<file path="src/rtl/demux32_4_buf_pkg.sv">
`default_nettype none
// ============================================================================
// Module      : demux32_4_buf_pkg
// Description : Shared constants and types for the buffered 1-to-4 demux.
//               c_num_ch     - number of output channels
//               c_sel_w      - width of the channel select
//               c_def_width  - default data path width
//               c_def_cntw   - default accepted-transfer counter width
//               slot_state_t - per-channel holding slot state
// Revision    : 1.0 - initial release
// ============================================================================
package demux32_4_buf_pkg;

    localparam int c_num_ch    = 4;
    localparam int c_sel_w     = 2;
    localparam int c_def_width = 32;
    localparam int c_def_cntw  = 16;

    typedef enum logic [0:0] {
        SLOT_EMPTY = 1'b0,
        SLOT_FULL  = 1'b1
    } slot_state_t;

endpackage : demux32_4_buf_pkg
`default_nettype wire

</file>
<file path="src/rtl/demux32_4_buf_slot.sv">
`default_nettype none
// ============================================================================
// Module      : demux_slot
// Description : One-entry holding slot for a single demux output channel.
//               A load always wins over an unload at the same edge, so a
//               channel can take a new word in the same cycle its consumer
//               drains the old one (one word per cycle per channel).
// Ports       : clk         - clock
//               reset       - asynchronous active-low reset
//               i_load      - write i_load_data into the slot this edge
//               i_load_data - word to store
//               i_unload    - consumer takes the held word this edge
//               o_data      - held word (stable while full and not taken)
//               o_valid     - slot is FULL
// Revision    : 1.0 - initial release
// ============================================================================
module demux_slot
    import demux32_4_buf_pkg::*;
#(
    parameter int WIDTH = c_def_width
) (
    input  logic             clk,
    input  logic             reset,
    input  logic             i_load,
    input  logic [WIDTH-1:0] i_load_data,
    input  logic             i_unload,
    output logic [WIDTH-1:0] o_data,
    output logic             o_valid
);

    slot_state_t      r_state;
    logic [WIDTH-1:0] r_data;

    always_ff @(posedge clk or negedge reset) begin
        if (!reset) begin
            r_state <= SLOT_EMPTY;
            r_data  <= '0;
        end else begin
            case (r_state)
                SLOT_EMPTY: begin
                    if (i_load) begin
                        r_state <= SLOT_FULL;
                        r_data  <= i_load_data;
                    end
                end
                SLOT_FULL: begin
                    // Data is left in place when draining; its value is
                    // don't-care once the slot is empty.
                    if (i_load) begin
                        r_data <= i_load_data;
                    end else if (i_unload) begin
                        r_state <= SLOT_EMPTY;
                    end
                end
                default: r_state <= SLOT_EMPTY;
            endcase
        end
    end

    assign o_data  = r_data;
    assign o_valid = (r_state == SLOT_FULL);

endmodule : demux_slot
`default_nettype wire

</file>
<file path="src/rtl/demux32_4_buf.sv">
`default_nettype none
// ============================================================================
// Module      : demux32_4_buf
// Description : Buffered 1-to-4 demultiplexer. Each channel owns a one-entry
//               slot; a word offered on the input is routed to the slot
//               chosen by in_select. The input is ready when the selected
//               slot is empty or is being drained in the same cycle.
// Ports       : clk       - clock
//               reset     - asynchronous active-low reset
//               in_data   - word to route
//               in_select - destination channel 0..3
//               in_valid  - in_data/in_select are valid
//               in_ready  - the offered word is accepted this cycle
//               out_data  - channel i at [i*WIDTH +: WIDTH]
//               out_valid - bit i: channel i holds a word
//               out_ready - bit i: channel i consumer takes its word
//               count     - words accepted since reset (wraps silently)
// Revision    : 1.0 - initial release
// ============================================================================
module demux32_4_buf
    import demux32_4_buf_pkg::*;
#(
    parameter int WIDTH = c_def_width,
    parameter int CNTW  = c_def_cntw
) (
    input  logic                      clk,
    input  logic                      reset,
    input  logic [WIDTH-1:0]          in_data,
    input  logic [c_sel_w-1:0]        in_select,
    input  logic                      in_valid,
    output logic                      in_ready,
    output logic [c_num_ch*WIDTH-1:0] out_data,
    output logic [c_num_ch-1:0]       out_valid,
    input  logic [c_num_ch-1:0]       out_ready,
    output logic [CNTW-1:0]           count
);

    logic [c_num_ch-1:0] w_valid;
    logic                w_accept;
    logic [CNTW-1:0]     r_count;

    // in_ready deliberately ignores in_valid so no path exists from
    // in_valid to any output.
    assign in_ready = !w_valid[in_select] || out_ready[in_select];
    assign w_accept = in_valid && in_ready;

    generate
        for (genvar i = 0; i < c_num_ch; i++) begin : g_slot
            logic w_load;

            assign w_load = w_accept && (in_select == c_sel_w'(i));

            demux_slot #(
                .WIDTH (WIDTH)
            ) u_slot (
                .clk         (clk),
                .reset       (reset),
                .i_load      (w_load),
                .i_load_data (in_data),
                .i_unload    (out_ready[i]),
                .o_data      (out_data[i*WIDTH +: WIDTH]),
                .o_valid     (w_valid[i])
            );
        end
    endgenerate

    always_ff @(posedge clk or negedge reset) begin
        if (!reset) begin
            r_count <= '0;
        end else if (w_accept) begin
            r_count <= r_count + {{(CNTW-1){1'b0}}, 1'b1};
        end
    end

    assign out_valid = w_valid;
    assign count     = r_count;

endmodule : demux32_4_buf
`default_nettype wire

</file>
<file path="config.mk">
export PLATFORM = sky130hd
export DESIGN_NAME = demux32_4_buf
export DESIGN_NICKNAME = d
export VERILOG_FILES = /design/src/rtl/demux32_4_buf_pkg.sv /design/src/rtl/demux32_4_buf_slot.sv /design/src/rtl/demux32_4_buf.sv
export SDC_FILE = /design/constraint.sdc
export NUM_CORES = 1
export LEC_CHECK = 0
export BUFFER_PORTS_ARGS = -buffer_cell sky130_fd_sc_hd__buf_2
export CAP_MARGIN = 20
export CORE_MARGIN = 4
export CORE_UTILIZATION = 43
export CTS_CLUSTER_SIZE = 25
export DETAILED_ROUTE_END_ITERATION = 10
export PLACE_DENSITY = 0.67
export RECOVER_POWER = 25
export SLEW_MARGIN = 5
export SYNTH_ARGS = -nofsm -noshare
export SYNTH_HDL_FRONTEND = slang
export SYNTH_HIERARCHICAL = 1
export SYNTH_SLANG_ARGS = --single-unit
</file>
<file path="constraint.sdc">
create_clock -name clk -period 6.1 [get_ports clk]
set_input_delay 0 -clock clk [delete_from_list [all_inputs] [get_ports clk]]
set_output_delay 0 -clock clk [all_outputs]
set_load 0.005 [all_outputs]
</file>
Word level (Yosys, flattened, before mapping)
Cells that the tools add are included.

cells by class
  eq/ne operators = 3
  $lt $le $gt $ge = 1
  $add $sub $neg = 1
  reduce and logical (&&, ||, !) cells = 8
  muxes and demuxes = 24
  bitwise logic cells = 4

operators with widths
  operator                 number
  $mux W32                 4
  $add A16 B1 Y16 const B  1
  $mux W1                  14
  $pmux W1 S2              4
  $logic_and A1 B1 Y1      5
  $bmux W1 S2              2
  $eq A2 B2 Y1 const B     2
  $not A1 Y1               4
  $lt A2 B3 Y1 const B     1
  $eq A2 B1 Y1 const B     1
  $logic_not A2 Y1         1
  $logic_not A1 Y1         1
  $logic_or A1 B1 Y1       1

word-level totals
  input bits = 41
  logic and storage cells = 50
  output and inout port bits = 149
  bits in registers = 148

Longest topological paths before layout
Gate-level depths: netlist (run 1).

  depth in word-level cells = 8
  mapped depth = 7
  gate-level depth less buffers = 5

Modules after synthesis
Netlist (run 1), hierarchy kept.

by module, submodules not included
  module         seq. area each (um2)  area an instance (um2)  instances  cells an instance
  demux_slot     825.8                 1377.6                  4          71
  demux32_4_buf  400.4                 854.6                   1          73

Worst setup path before layout (run 1)
No wires, ideal clock.

  path kind = flip-flop to flip-flop
  from = reg g_slot[3].u_slot.r_state
  to = reg g_slot[2].u_slot.r_data[0]
  setup time = 0.125 ns
  path buffers = 2
  cell stages (with the launch flop) = 8
  data required time = 5.975 ns
  period minus slack after synthesis = 2.181 ns
  arrival time = 2.056 ns
  path slack = 3.919 ns
  path through = dfrtp_1 and4b_1 nor4_4 nand2_2 nor3b_1 buf_6 buf_12 mux2_4

between the ends
  word-level cells in the longest chain between the ends = 6

ends and longest elaborated chain
  what                           RTL line                  source
  start, declared                demux32_4_buf_slot.sv:31  slot_state_t r_state;
  start signal, assigned         demux32_4_buf_slot.sv:36  r_state <= SLOT_EMPTY;
  start signal, assigned         demux32_4_buf_slot.sv:42  r_state <= SLOT_FULL;
  start signal, assigned         demux32_4_buf_slot.sv:52  r_state <= SLOT_EMPTY;
  $bmux W1 S2                    demux32_4_buf.sv:44       assign in_ready = !w_valid[in_select] || out_ready[in_select];
  $mux W1 (implied by the code)  demux32_4_buf.sv:44
  $logic_not A1 Y1               demux32_4_buf.sv:44
  $logic_or A1 B1 Y1             demux32_4_buf.sv:44
  $logic_and A1 B1 Y1            demux32_4_buf.sv:45       assign w_accept = in_valid && in_ready;
  $logic_and A1 B1 Y1            demux32_4_buf.sv:51       assign w_load = w_accept && (in_select == c_sel_w'(i));
  via g_slot[2].w_load           demux32_4_buf.sv:49       logic w_load;
  end signal, assigned           demux32_4_buf_slot.sv:43  r_data <= i_load_data;
  end signal, assigned           demux32_4_buf_slot.sv:50  r_data <= i_load_data;
  end, declared                  demux32_4_buf_slot.sv:32  logic [WIDTH-1:0] r_data;

The timed path passes the listed nets, and every way through them passes these cells. The select of a mux whose other input is x is not followed.
A chain may end at the register's enable or synchronous reset.

==> results of run 1 <==
-- critical path: stages --
cell           delay (ns)
dlygate4sd3_1        0.54
clkbuf_1             2.42
clkbuf_1             0.69
buf_16               0.39
-- layout by cell type, fill, tap and decap left out, types with 2 or more instances in the layout --
master         count
nor3b_2            2
xnor2_1           15
nand4_1           10
inv_6              2
clkinvlp_4         4
dlygate4sd3_1     38
and3_1             5
inv_1              4
buf_2            173
dfrtp_1          148
and2_1             4
clkbuf_16         17
and4_1             5
nand3_1            3
mux2_2            12
bufinv_16          3
clkbuf_1          20
mux2_4           117
a21o_1             4
buf_4              7
-- flip-flops by register name, summed over array words and instances (netlist names) --
| register | cells |
|---|---|
| g_slot.u_slot/o_valid | 4 |
| g_slot.u_slot/o_data | 128 |
| count | 16 |
-- per-layer routing --
layer / track usage (%) / vias to the layer above / part of all wire, %
li1: - / 1745 / -
met1: 22.0 / 1956 / 44
met2: 26.7 / 117 / 48
met3: 4.53 / 20 / 5.6
met4: 6.54 / 0 / 1.6
met5: 0 / - / 0
-- stage by stage --
step	instances	instance area, sq um	hold slack [ns]
floorplan	357	6360	-0.296
global placement	720	7320	0.0171
detailed placement	720	7320	0.0243
CTS	790	8300	0.151
global route	791	8300	0.280
finish	791	8300	0.264
-- where the power goes --
group	switching, W	total, W	internal (W)	leakage, nW
Combinational	0.000243	0.000671	0.000428	2.02
Clock	0.000404	0.00106	0.000656	0.280
Sequential	0.000139	0.00133	0.00119	1.78
-- cells in the mapped netlist, drive strengths merged --
| master | number |
|---|---|
| ha | 1 |
| nor3b | 2 |
| nand2 | 2 |
| dfrtp | 148 |
| nand3 | 3 |
| and4bb | 1 |
| and4 | 6 |
| nand4 | 10 |
| inv | 4 |
| nor3 | 1 |
| nor4b | 1 |
| xnor2 | 15 |
| and4b | 1 |
| mux2 | 129 |
| and2 | 4 |
| a21o | 4 |
| buf | 18 |
| and3 | 5 |
| nor4bb | 1 |
| nor4 | 1 |
-- cell type report --
| class | count | area share (%) |
|---|---|---|
| Inverter | 4 | 0.181 |
| Clock buffer | 21 | 5.43 |
| Timing Repair Buffer | 236 | 16.7 |
| Clock inverter | 11 | 1.82 |
| Sequential cell | 148 | 44.6 |
| Multi-Input combinational cell | 187 | 28.4 |
| Tap cell | 184 | 2.77 |
-- kinds of logic after synthesis --
| logic type | Yosys count | share of synthesized area, % |
|---|---|---|
| and+or+nand+nor | 38 | 4.38 |
| adders and majority gates | 1 | 0.197 |
| xor gates and xnor gates | 15 | 2.06 |
| DFF | 148 | 58.2 |
| AOI/OAI and AO/OA | 4 | 0.472 |
| muxes | 129 | 29.7 |
| buffers and inverters | 22 | 4.97 |
-- worst paths after layout --
path	from	slack, ns	cells after the start	end
min	in_select[0]	0.26	4	g_slot[2].u_slot/o_valid$_DFF_PN0_
max in group clk	g_slot[3].u_slot/o_valid$_DFF_PN0_	3.00	5	g_slot[3].u_slot/o_data[28]$_DFFE_PN0P_
min in group asynchronous	reset	1.30	2	g_slot[0].u_slot/o_data[18]$_DFFE_PN0P_
max	reset	2.53	4	g_slot[0].u_slot/o_data[15]$_DFFE_PN0P_
min reg2reg	count[15]$_DFFE_PN0P_	0.47	1	count[15]$_DFFE_PN0P_
max reg2reg	g_slot[3].u_slot/o_valid$_DFF_PN0_	3.00	5	g_slot[3].u_slot/o_data[28]$_DFFE_PN0P_
==> results by group, run 1 <==
Layout
  • FF+latch area: ~3700 sq um
  • Final nets: between 600 and 700
  • Final Util: a little under three fifths
  • Ant. Diodes: 0
  • Fill count: 1171
  • Layout Area Growth over Synthesis: 30.4%
  • Fraction of layout cells with a size suffix above 1: 56.8%
  • Multi-input logic area: roughly 2400 sq um

STA
  • Tcrit/Tclk final: approximately three fifths
  • Least-Margin Pin Slew: approximately 3.5 ns
  • Worst Skew: around 0.012 ns
  • Sum Neg Setup Slack: 0 ns
  • Max-slew headroom: -131%
  • Hold Violations, Final: 0
  • Final WS setup: between 2 and 3 ns
  • Final setup viols: 0
  • Fmax: about 280 MHz
  • Final min period: 3.57 ns
  • Slew Limit Fails: 67
  • RSZ-0062 raised after global routing: no

Route
  • Initial DRT Pass Iterations: 4
  • Routed WL: ~14000 um
  • Antenna Nets Post-Route: 0
  • Initial DRC count: roughly 110
  • Via Count: about 3800
  • Wire length per cell: approximately 18 um
  • Drt via density: 4.85
  • DRC: 0

Logic synthesis
  • Syn Area/Cell: between 15 and 20 sq um
  • Mapped Nets: 399
  • Yosys reg bits: around 150
  • Mapped cell area: about 6400 sq um
  • Synth top area share: about 58%
  • Synth warn: 6
  • Count of cell types in the netlist: 24
  • Sequential area share after synthesis: 58.2%
  • Post-Synthesis Cells: ~360
  • Top cells by area, synth: dfrtp_1 (58%), mux2_4 (28%), buf_12 (3.8%), mux2_2 (2.1%), xnor2_1 (2.1%)
  • Post-synth top area cell: dfrtp_1

Status
  • Status: complete, but fails checks
  • Failing checks: capacitance limit, slew limit

Hold path
  • Worst Hold Class: primary input to flip-flop

Floorplan
  • Full die area: ~17000 sq um
  • Starting Density: ~44%
  • Total core area: 14500 sq um
  • Die Span Y: 130 um
  • Die X: 130 um
  • IO Pins: 190
  • Rows: 44

CTS
  • CTS Buf Count: 17
  • Clock Tree Root: clkbuf_16
  • Post-CTS Resized: 0
  • Clk Latency, worst-skew pair: around 0.42 ns
  • # H-tree levels: 4
  • Cts hold-fix bufs: 38
  • Clk pin slew, worst setup/hold paths: approximately 0.06 ns
  • Max clock buf depth: 2
  • Post-CTS Setup Bufs: 0
  • CTS tree: yes
  • Clock Sinks: 148

Placed design
  • GPL Wtd Cong: roughly 0.79
  • DPL Wire Length: a little under 10000 um
  • Dpl ws: approximately 3.0 ns
  • Port Buf Inserts: 189

Setup path
  • Startpoint Class: primary input
  • Critical Path End Type: asynchronous set/reset pin
  • Worst EP arrival: 4.13 ns
  • Required arrival time at the worst endpoint: ~6.7 ns
  • Critical Path Fanout Max: 72
  • CP Class: primary input to asynchronous set/reset pin

Pwr
  • LEAKAGE: 4.08 nW
  • PwrDens: about 370 nW/um^2
  • Post-route total power: 0.00306 W
  • IR drop worst, VDD: 284 uV

Global routing
  • First-pass GRT wire length: between 20000 and 25000 um
  • Gr usage total: 16.8%
  • Number of global-route vias before repair: roughly 4000
  • Remaining global-route overflow: 0
  • Largest net degree at the start of global routing: 84
  • Initial antenna violation count: 0

Run
  • Max-Cap Viols: 1
Note: power is estimated with default switching activity, not from simulation.
==> run 2: changes to the inputs <==
--- a/config.mk
+++ b/config.mk
@@ -11,7 +11,7 @@
 export CORE_UTILIZATION = 43
 export CTS_CLUSTER_SIZE = 25
 export DETAILED_ROUTE_END_ITERATION = 10
-export PLACE_DENSITY = 0.67
+export PLACE_DENSITY = 0.7
 export RECOVER_POWER = 25
 export SLEW_MARGIN = 5
 export SYNTH_ARGS = -nofsm -noshare
==> constraint.sdc (replaced) <==
create_clock -name clk -period 3.26 [get_ports clk]
set_input_delay 0 -clock clk [delete_from_list [all_inputs] [get_ports clk]]
set_output_delay 0 -clock clk [all_outputs]
set_load 0.005 [all_outputs]
==> run 2 against run 1 <==
  * The flow still finishes with violations (capacitance limit, slew limit)
  * Cell area up 0.54%
  * Non-clock buffer count up 1
  * Register-to-register slack lost 2.2 ns
  * Clock-buffer cell count rose by 1
  * Utilization rose by 0.31 points
  * First-iteration DRC count decreased by 3.7%
  * Critical path depth is 3 higher
  * Die area did not move
  * Combinational power up 88%
  * Flip-flop and latch count is the same
==> results by group, run 2 (same netlist as run 1, synthesis figures left out) <==
Layout
  • Fill count: 1148 (-2.0%)
  • Layout Area Growth over Synthesis: 31.1%
  • Max reg flops: 128 (unchanged)
  • Post-Layout Cell Count: 791 (unchanged)
  • Final Util: 57.4% (+0.31 points)
  • Most common cell after layout, fill and taps aside: buf_2
  • Final nets: 637 (+0.16%)
  • Fraction of layout cells with a size suffix above 1: 56.3% (-0.49 points)
  • Ant. Diodes: 0 (unchanged)
  • Commonest non-fill, non-tap cells in the layout: buf_2 (167), dfrtp_1 (148), mux2_4 (117)

Floorplan
  • Rows: 44 (unchanged)
  • IO Pins: 190 (unchanged)
  • Full die area: 16800 sq um (unchanged)
  • Die Span Y: 130 um (unchanged)
  • Starting Density: 43.8% (unchanged)
  • Total core area: 14500 sq um (unchanged)
  • Die X: 130 um (unchanged)

Setup path
  • CP Class: flip-flop to flip-flop
  • Critical Path Fanout Max: 17 (-76%)
  • Max incr delay on CP: 0.39 ns (-2.03 ns)
  • Critical path's slowest cell: dfrtp_1
  • Critical Path End Type: flip-flop
  • Required arrival time at the worst endpoint: 3.55 ns (-3.12 ns)
  • Worst EP arrival: 2.71 ns (-1.42 ns)
  • Most common cell on crit path: buf_4
  • CP Cell Sequence: and4b_1 > nor4_4 > buf_4 > nand2_2 > nor3b_2 > buf_4 > mux2_2
  • Startpoint Class: flip-flop

STA
  • Fmax: between 400 and 500 MHz
  • Max-slew headroom: -29.8% (+100 points)
  • Final min period: roughly 2.4 ns
  • Sum Neg Setup Slack: 0 ns (unchanged)
  • Tcrit/Tclk final: 74.2%
  • Slew Limit Fails: 78 (+16%)
  • Worst Skew: 0.0130 ns (+0.00101 ns)
  • RSZ-0062 raised after global routing: no
  • Min Hold Slack: 0.273 ns (+0.00869 ns)
  • Final setup viols: 0 (unchanged)
  • Hold Violations, Final: 0 (unchanged)
  • Least-Margin Pin Slew: 1.95 ns (-1.52 ns)

Global routing
  • Met3 usage: 6.18% (+1.6 points)
  • Remaining global-route overflow: 0 (unchanged)
  • Number of global-route vias before repair: 4153 (+2.8%)
  • GR Util met1: 22.3% (+0.26 points)
  • First-pass GRT wire length: 22500 um (+3.3%)
  • Initial antenna violation count: 0 (unchanged)
  • GRT Max-Usage Layer: met2
  • Met2 usage: 27.5% (+0.85 points)
  • Gr usage total: 17.4% (+0.65 points)
  • Largest net degree at the start of global routing: 79 (-6.0%)

Placed design
  • GPL Wtd Cong: 0.787 (about the same)
  • DPL Wire Length: 9550 um (-0.65%)
  • Cell Count Post-Placement: 722 (+0.28%)
  • Port Buf Inserts: 189 (unchanged)

Route
  • Wire length per cell: 18.3 um (+3.2%)
  • DRC: 0 (unchanged)
  • Antenna Nets Post-Route: 0 (unchanged)
  • Drt via density: 4.89 (+0.83%)
  • Routed WL: 14400 um (+3.2%)
  • Initial DRC count: 104 (-3.7%)
  • Via Count: 3870 (+0.83%)
  • Initial DRT Pass Iterations: 7 (+3)

CTS
  • Clock Sinks: 148 (unchanged)
  • Clk Latency, worst-skew pair: 0.42 ns (about the same)
  • Clock Tree Root: clkbuf_16
  • # H-tree levels: 4 (unchanged)
  • Clk pin slew, worst setup/hold paths: 0.06 ns (about the same)
  • CTS tree: yes
  • Max clock buf depth: 2 (unchanged)
  • CTS Buf Count: 17 (unchanged)
  • Post-CTS Resized: 0 (unchanged)

Pwr
  • IR drop worst, VDD: 401 uV (+42%)
  • LEAKAGE: 4.11 nW (+0.56%)
  • PwrDens: 706 nW/um^2 (+91%)

Status
  • Status: complete, but fails checks
  • Failing checks: capacitance limit, slew limit

Run
  • Max-Cap Viols: 1 (unchanged)

Hold path
  • Worst Hold Class: primary input to flip-flop
-- run 2: what timing repair did --
action	4_1_cts	5_1_grt
hold buffers	38	0
endpoints found under the hold margin	220	0
setup buffers	0	0
-- run 2: final timing paths --
check / cells after the start / slack (ns) / to / start
max: 7 / 0.84 / g_slot[2].u_slot/o_data[29]$_DFFE_PN0P_ / g_slot[3].u_slot/o_valid$_DFF_PN0_
min: 4 / 0.27 / g_slot[2].u_slot/o_valid$_DFF_PN0_ / in_select[0]
max reg2reg: 7 / 0.84 / g_slot[2].u_slot/o_data[29]$_DFFE_PN0P_ / g_slot[3].u_slot/o_valid$_DFF_PN0_
min reg2reg: 1 / 0.48 / count[15]$_DFFE_PN0P_ / count[15]$_DFFE_PN0P_
max in group asynchronous: 3 / 1.39 / g_slot[2].u_slot/o_data[30]$_DFFE_PN0P_ / reset
min in group asynchronous: 2 / 0.64 / g_slot[1].u_slot/o_data[19]$_DFFE_PN0P_ / reset
-- run 2: through the flow --
| stage | instance area [sq um] | setup WS [ns] | total power [W] |
|---|---|---|---|
| 6_report | 8350 | 0.841 | 0.00590 |
| 5_1_grt | 8350 | 0.715 | 0.00619 |
| 4_1_cts | 8380 | 0.848 | 0.00598 |
| 3_5_place_dp | 7350 | 0.887 | 0.00377 |
| 3_3_place_gp | 7350 | 0.977 | 0.00372 |
| 2_1_floorplan | 6360 | 1.08 | 0.00316 |
-- run 2: final cells by class --
class                           instances  area [sq um]  area share [%]
Clock buffer                           22           474            5.68
Clock inverter                          9           175            2.10
Inverter                                4          15.0           0.180
Multi-Input combinational cell        187          2360            28.3
Sequential cell                       148          3700            44.4
Tap cell                              184           230            2.76
Timing Repair Buffer                  237          1390            16.6
-- run 2: where the power goes --
| group | internal (W) | total, W | leakage (nW) | switching [W] |
|---|---|---|---|---|
| combinational | 0.000797 | 0.00126 | 2.01 | 0.000461 |
| clock | 0.00141 | 0.00214 | 0.312 | 0.000725 |
| sequential | 0.00223 | 0.00250 | 1.78 | 0.000270 |
-- run 2: worst max-delay path, delay by kind of cell (launching register included) --
kind                   cells  cell delay (ns)
buffers and inverters      2             0.63
AND/OR/NAND/NOR            4             0.89
flip-flops                 1             0.39
multiplexers               1             0.38
-- run 2: per-layer routing --
| metal | part of all wire [%] | vias up |
|---|---|---|
| li1 | - | 1745 |
| met4 | 1.8 | 0 |
| met2 | 48 | 142 |
| met1 | 43 | 1962 |
| met5 | 0 | - |
| met3 | 7.1 | 21 |
